===== src/rtl/instr_fetch_queue.sv =====
// rtl/instr_fetch_queue.sv - fetch-to-decode instruction queue
//
// Purpose: buffers fetched {pc, instr} pairs in a DEPTH-entry FIFO and
// presents the head entry to decode. When empty, decode sees a canonical
// NOP with pc/pc+4 of zero, so no stale opcode reaches the decoder.
//
// Ports:
//   clk, reset      rising-edge clock, asynchronous active-high reset
//   flushF          redirect; empties the queue, overrides push/pop
//   instrF, pcF     fetched instruction and its PC
//   validF/readyF   fetch-side handshake (push)
//   instrD, pcD     head entry (NOP_INSTR / 0 when empty)
//   pcPlus4D        pcD + 4 with carry dropped (0 when empty)
//   validD/readyD   decode-side handshake (pop)
//   countQ          current occupancy
module instr_fetch_queue #(
  parameter int               DEPTH     = 4,
  parameter int               XLEN      = 32,
  parameter logic [XLEN-1:0]  NOP_INSTR = 32'h0000_0013
) (
  input  logic                       clk,
  input  logic                       reset,
  input  logic                       flushF,
  input  logic [XLEN-1:0]            instrF,
  input  logic [XLEN-1:0]            pcF,
  input  logic                       validF,
  output logic                       readyF,
  output logic [XLEN-1:0]            instrD,
  output logic [XLEN-1:0]            pcD,
  output logic [XLEN-1:0]            pcPlus4D,
  output logic                       validD,
  input  logic                       readyD,
  output logic [$clog2(DEPTH+1)-1:0] countQ
);

  localparam int PW = $clog2(DEPTH);
  localparam int CW = $clog2(DEPTH + 1);
  localparam logic [CW-1:0] FULL_COUNT = CW'(DEPTH);

  logic [XLEN-1:0] r_pc_mem    [DEPTH];
  logic [XLEN-1:0] r_instr_mem [DEPTH];
  logic [PW-1:0]   r_wr_ptr;
  logic [PW-1:0]   r_rd_ptr;
  logic [CW-1:0]   r_count;

  logic            w_push;
  logic            w_pop;
  logic [XLEN-1:0] w_head_pc;
  logic [XLEN-1:0] w_head_instr;

  // Handshake outputs come from the registered count only, so neither
  // side's request can ripple combinationally into the other's ready.
  assign readyF = (r_count != FULL_COUNT);
  assign validD = (r_count != '0);
  assign countQ = r_count;

  assign w_push = validF & readyF & ~flushF;
  assign w_pop  = validD & readyD & ~flushF;

  assign w_head_pc    = r_pc_mem[r_rd_ptr];
  assign w_head_instr = r_instr_mem[r_rd_ptr];

  assign instrD   = validD ? w_head_instr : NOP_INSTR;
  assign pcD      = validD ? w_head_pc : '0;
  assign pcPlus4D = validD ? (w_head_pc + XLEN'(4)) : '0;

  // Pointers and occupancy; pointers wrap naturally since DEPTH is 2^PW.
  always_ff @(posedge clk or posedge reset) begin
    if (reset) begin
      r_wr_ptr <= '0;
      r_rd_ptr <= '0;
      r_count  <= '0;
    end else if (flushF) begin
      r_wr_ptr <= '0;
      r_rd_ptr <= '0;
      r_count  <= '0;
    end else begin
      if (w_push) r_wr_ptr <= r_wr_ptr + PW'(1);
      if (w_pop)  r_rd_ptr <= r_rd_ptr + PW'(1);
      case ({w_push, w_pop})
        2'b10:   r_count <= r_count + CW'(1);
        2'b01:   r_count <= r_count - CW'(1);
        default: r_count <= r_count;
      endcase
    end
  end

  // Entry storage needs no reset: validD masks unwritten slots.
  always_ff @(posedge clk) begin
    if (w_push) begin
      r_pc_mem[r_wr_ptr]    <= pcF;
      r_instr_mem[r_wr_ptr] <= instrF;
    end
  end

endmodule

===== config.mk =====
export PLATFORM = sky130hd
export DESIGN_NAME = instr_fetch_queue
export DESIGN_NICKNAME = d
export VERILOG_FILES = /design/src/rtl/instr_fetch_queue.sv
export SDC_FILE = /design/constraint.sdc
export NUM_CORES = 1
export LEC_CHECK = 0
export CAP_MARGIN = 40
export CORE_MARGIN = 4
export CORE_UTILIZATION = 49
export DETAILED_ROUTE_END_ITERATION = 6
export PLACE_DENSITY_LB_ADDON = 0.3
export SLEW_MARGIN = 5
export SYNTH_ARGS = -nofsm -noshare
export SYNTH_HDL_FRONTEND = slang
export SYNTH_SLANG_ARGS = --single-unit

===== constraint.sdc =====
create_clock -name clk -period 2.9 [get_ports clk]
set_clock_uncertainty 0.15 [all_clocks]
set_input_delay 0.29 -clock clk [delete_from_list [all_inputs] [get_ports clk]]
set_output_delay 0.29 -clock clk [all_outputs]
set_load 0.02 [all_outputs]

==> flow_summary.yaml, run 1 <==
timing:
  finalSetupViolations: 48
  fmax_ghz: 0.275
  slew_headroom_pct: 67.5
  tightest_slew_ns: 0.487
  period_share_pct: 126
  rsz0062_at_grt: "true"
  fin_crit_ns: 3.64
  hold_slack_ns: 0.248
  final_max_slew_viol_count: 0
  hold_viol_final: 0
  fin_ws_ns: -0.740
placement:
  gp_congestion: 0.865
  placed_area_sq_um: 13500
  pre_cts_ws_ns: -0.652
  dp_hpwl_um: 14700
  io_buffers: 169
logic_synthesis:
  synthArstFlopShare_pct: 2.66
  synth_edf_count: 256
  synth_area_per_cell_sq_um: 18.8
  yosysWarnings: 0
  netlist_top_cells_area: "edfxtp_1 70%, mux4_2 11%, and2_1 3.7%"
  syn-num-nets: 657
  ys_types: 41
  synthFlopType: "edfxtp_1"
  yosysSeqAreaShare_pct: 71.8
  yosys_register_bits: 263
  yosysTopAreaCell: "edfxtp_1"
  synth_top_area_share_pct: 70.2
  syn-instance-count: 582
  syn_area_sq_um: 10900
global_route:
  grt_use_total_pct: 19.4
  first_global_vias: 6861
  grt.overflow.total: 0
  antenna_found_initial: 1
  grt_max_degree: 65
  grt_pass1_wl_um: 37200
routing:
  dr.pass1.iters: 5
  routedWlPerCell_um: 21.2
  final_antenna_net_count: 0
  viasPerCell: 5.48
  drt_iter0_drc: 365
  vias: 6226
  route.detailed.drc: 0
  routed_wl_um: 24100
power_and_ir_drop:
  ir_drop_uv: 696
  p_leak_nw: 5.54
  powerDensity_nw_per_um2: 942
die:
  die_h_um: 157
  ios: 170
  die_w_um: 157
  die_area_sq_um: 24800
  core_sq_um: 21900
  start_util_pct: 50.0
  rows: 54
final_layout:
  stdcell_area_sq_um: 14800
  drive_gt1_share_pct: 32.6
  final_cell_mix: "256 x edfxtp_1, 74 x clkdlybuf4s50_1, 73 x buf_4"
  diodes: 0
  nNetsFinal: 913
  layout-area-overhead-vs-synth_pct: 34.8
  postLayoutCoreUtil_pct: 67.4
  layout_commonest_cell: "edfxtp_1"
clock_tree:
  tritoncts: "built"
  cts_buffers: 26
  path_clk_slew_ns: 0.06
  clk_path_buf_depth: 3
  cts-htree-levels: 1
  cts.sinks: 263
  clk_latency_ns: 0.51
  clockRootBuffer: "clkbuf_16"
setup_path:
  r2r-end: "countQ[1]$_DFFE_PP0P_"
  reg2reg_depth: 6
  worstSetupPathType: "flop to primary output"
  worstPathArrival_ns: 3.20
  cp.required_ns: 2.46
  critPathMaxFanout: 4
  crit_path_end_kind: "primary output"
  cp-endpoint: "pcPlus4D[30]"
  rrSetupSlack_ns: 0.46
  r2r_start: "countQ[0]$_DFFE_PP0P_"
  crit_path_start_kind: "flop"
  crit_start: "r_rd_ptr[0]$_DFFE_PP0P_"
outcome:
  failed_checks: "setup timing"
  outcome: "complete, but fails checks"
flow_run:
  maxCapViolCount: 0
worst_hold_path:
  hp-class: "input port to flop"
## flip-flops by register name (all words and copies together) (netlist names)
signal	flops
r_rd_ptr	2
r_pc_mem	128
r_instr_mem	128
r_wr_ptr	2
countQ	3
## logic make-up (layout without fill, tap and decap cells)
| kind of cell | Yosys count | count (layout) | share of synthesized area, % |
|---|---|---|---|
| adder cells (fa/ha/maj) | 6 | 6 | 0.754 |
| XOR/XNOR | 16 | 16 | 1.28 |
| AO/OA/AOI/OAI | 15 | 15 | 0.743 |
| flip-flops | 263 | 263 | 71.8 |
| AND/OR/NAND/NOR | 164 | 165 | 8.42 |
| multiplexers | 80 | 80 | 15.1 |
| buffers and inverters | 38 | 312 | 1.89 |
## critical path, cell delays in order, from the launching register on
cell	delay (ns)
dfrtp_4	0.52
buf_12	0.15
mux4_2	0.34
and4_4	0.28
or4b_4	0.51
buf_6	0.15
buf_6	0.11
nor4_4	0.15
mux2_4	0.34
buf_6	0.13
## report_power, final
part           leakage (nW)  switching (mW)  internal (mW)
Combinational          2.69            3.16           2.79
Sequential             2.41           0.107           4.41
Clock                 0.433            1.36           2.07
## routing by layer
layer	share of wire, %	global-route usage [%]	vias to the layer above	wire length [um]
met5	0.054	0	-	13
li1	-	-	2821	-
met3	7.0	4.21	40	1670
met1	39	24.4	3155	9480
met2	52	34.7	208	12400
met4	1.9	4.67	2	451
## area by class of cell
type,instances,area [sq um]
Timing Repair Buffer,256,2490
Clock buffer,31,691
Fill cell,1448,7140
Tap cell,280,350
Multi-Input combinational cell,282,3120
Sequential cell,263,7870
Inverter,9,36.3
Clock inverter,16,196
## how the worst min path moves through the flow
| stage | startpoint | endpoint | cells past startpoint |
|---|---|---|---|
| 2_1_floorplan | reset | countQ[0]$_DFFE_PP0P_ | 1 |
| 3_3_place_gp | reset | countQ[2]$_DFFE_PP0P_ | 2 |
| 3_5_place_dp | reset | countQ[2]$_DFFE_PP0P_ | 2 |
| 4_1_cts | instrF[13] | r_instr_mem[1][13]$_DFFE_PP_ | 1 |
| 5_1_grt | instrF[13] | r_instr_mem[1][13]$_DFFE_PP_ | 1 |
| 6_report | instrF[13] | r_instr_mem[1][13]$_DFFE_PP_ | 1 |
## cells in the mapped netlist (3+ instances only)
cell,instances
a21oi_1,6
or3_1,4
and3_1,4
and2_1,65
dfrtp_1,7
xnor2_1,5
nand2_1,14
mux4_2,55
nand4_1,6
inv_1,9
edfxtp_1,256
or2_2,3
nand3_1,8
buf_2,5
mux2_1,11
mux2i_1,3
xor2_1,11
nor3_1,7
ha_1,5
nor4_1,3
buf_4,7
o21ai_0,6
nor2_1,37
clkbuf_1,12
mux4_1,9
## through the flow
step                      total power, mW  cells  setup TNS, ns
after global placement               10.5   1068         -12.39
after CTS                            14.0   1132         -28.71
after detailed placement             10.5   1068         -14.13
after global routing                 14.6   1137         -24.03
final                                13.9   1137         -18.47
after floorplan                      7.87    582              0
## timing repair
action,in CTS,in global routing
hold buffers,1,0
cloned,1,0
buffers inserted,15,5
gates resized for setup,223,53
pin swaps,15,10
endpoints found under the setup margin,95,85
hold endpoints to repair,7,0
No activity file was read; power rests on OpenSTA's default activity.
==> run 2: changes to the inputs <==
- CORE_UTILIZATION: 49 -> 51
- clock period: 2.9 -> 4.08 ns (I/O delays scaled with it)
==> flow_summary.yaml, run 2 (synthesized netlist as in run 1, its figures left out) <==
setup_path:
  worstSetupPathType: "flop to primary output"
  crit_path_start_kind: "flop"
  critPathMaxFanout: 13
  cp_cell_sequence: "buf_8, mux4_2, nand2_1, or4b_4, nor4_4, mux2_1, dlygate4sd2_1"
  reg2reg_depth: 5
  worstPathArrival_ns: 3.47
  cp.required_ns: 3.52
  cp_slowest_stage_delay_ns: 0.69
  slowest_stage: "or4b_4"
  crit_path_end_kind: "primary output"
routing:
  routed_wl_um: 22600
  viasPerCell: 5.61
  dr.pass1.iters: 6
  routedWlPerCell_um: 21.3
  vias: 5964
  final_antenna_net_count: 0
  route.detailed.drc: 0
  drt_iter0_drc: 357
global_route:
  grt_use_total_pct: 18.7
  grt_max_degree: 39
  gr-usage-met3_pct: 4.36
  grt_pass1_wl_um: 34900
  grt.overflow.total: 0
  met2_usage_pct: 32.0
  busiest_layer: "met2"
  first_global_vias: 6194
  antenna_found_initial: 1
  grt_use_met1_pct: 24.0
timing:
  hold_viol_final: 0
  hold_slack_ns: 0.371
  tightest_slew_ns: 0.659
  fin_crit_ns: 4.03
  fmax_ghz: 0.248
  finalSetupViolations: 0
  final_max_slew_viol_count: 0
  slew_headroom_pct: 56.1
  period_share_pct: 98.8
  rsz0062_at_grt: "true"
worst_hold_path:
  hp-class: "input port to flop"
  holdPathStages: 1
outcome:
  outcome: "complete, no violations"
power_and_ir_drop:
  clockPowerShare_pct: 25.3
  switching_share_pct: 32.5
  p_leak_nw: 4.60
  p_sw_mw: 3.09
  ir_drop_uv: 468
  cell_internal_pwr_mw: 6.42
  powerDensity_nw_per_um2: 681
  p_comb_share_pct: 40.7
  seqPwrFrac_pct: 34.1
die:
  ios: 170
  die_area_sq_um: 23900
  core_sq_um: 21100
  start_util_pct: 51.9
  die_w_um: 155
  rows: 53
  die_h_um: 155
clock_tree:
  cts-htree-levels: 1
  cts.sinks: 263
  clk_path_buf_depth: 3
  path_clk_slew_ns: 0.06
  clk_latency_ns: 0.51
  clockRootBuffer: "clkbuf_16"
  cts_buffers: 26
  tritoncts: "built"
final_layout:
  drive_gt1_share_pct: 17.4
  layout-area-overhead-vs-synth_pct: 27.6
  stdcell_area_sq_um: 14000
  final_cell_mix: "256 x edfxtp_1, 152 x clkdlybuf4s50_1, 61 x and2_1"
  layout_commonest_cell: "edfxtp_1"
  nNetsFinal: 843
  nFillCells: 1407
placement:
  placed_area_sq_um: 13000
  dp_hpwl_um: 14600
  io_buffers: 169
  gp_congestion: 0.810
flow_run:
  maxCapViolCount: 0
-- run 2: changes by cell type in the layout (fill, tap and decap cells not counted), moves of 12 or more --
cell | before | now
clkdlybuf4s50_1 | 74 | 152
buf_4 | 73 | 9
dlymetal6s2s_1 | 24 | 1
buf_6 | 18 | 1
dlygate4sd2_1 | 31 | 16
clkdlybuf4s15_2 | 12 | 0
-- run 2: per-stage QoR --
stage	util [%]	total power, mW	setup slack, ns	TNS (ns)	cells
after CTS	66.2	9.61	0.00841	0	1062
after detailed placement	61.6	7.21	0.158	0	1009
after floorplan	-	5.57	0.842	0	582
final	66.2	9.51	0.0478	0	1064
after global routing	66.2	9.97	-0.0860	-0.355	1063
after global placement	61.1	7.10	0.290	0	1004
-- run 2: path summary, 6_finish.rpt --
path                                                 to               startpoint  slack, ns
max                                        pcPlus4D[29]  r_rd_ptr[0]$_DFFE_PP0P_       0.05
min                         r_instr_mem[3][0]$_DFFE_PP_                instrF[0]       0.37
max reg2reg                r_instr_mem[0][20]$_DFFE_PP_    countQ[2]$_DFFE_PP0P_       1.62
min reg2reg                     r_wr_ptr[1]$_DFFE_PP0P_  r_wr_ptr[1]$_DFFE_PP0P_       0.44
max in group asynchronous       r_rd_ptr[0]$_DFFE_PP0P_                    reset       2.99
min in group asynchronous         countQ[1]$_DFFE_PP0P_                    reset       0.55
-- run 2: layer usage --
metal / wire length, um / up-vias / share of wire [%]
li1: - / 2679 / -
met2: 11300 / 213 / 50
met5: 13 / - / 0.057
met3: 1450 / 53 / 6.4
met4: 574 / 2 / 2.5
met1: 9280 / 3017 / 41
-- run 2: cell type report --
cell class	instances	area, sq um	share of cell area, %
clock inverters	10	126	0.905
flip-flops and latches	263	7870	56.4
well taps	275	344	2.46
clock buffers	38	757	5.42
repair buffers	187	1890	13.6
multi-input cells	281	2940	21.0
diodes	1	2.50	0.0179
inverters	9	33.8	0.242
-- run 2: what timing repair did --
action	in CTS	in global routing
setup buffers	4	1
endpoints found under the hold margin	7	0
setup endpoints to repair	18	10
gates resized for setup	24	3
hold buffers	1	0
pin swaps	0	2
-- run 2: critical path, delay by kind of cell, from the launching register on --
family | cells | cell delay (ns)
DFF | 1 | 0.60
buffers and inverters | 2 | 0.55
and+or+nand+nor | 3 | 1.09
muxes | 2 | 0.71
-- run 2: power groups by stage --
stage | Sequential, mW | Clock (mW) | Combinational [mW]
floorplan | 3.25 | 0 | 2.32
global placement | 3.31 | 0 | 3.79
finish | 3.24 | 2.40 | 3.87
detailed placement | 3.32 | 0 | 3.89
global route | 3.26 | 2.58 | 4.14
CTS | 3.24 | 2.46 | 3.91
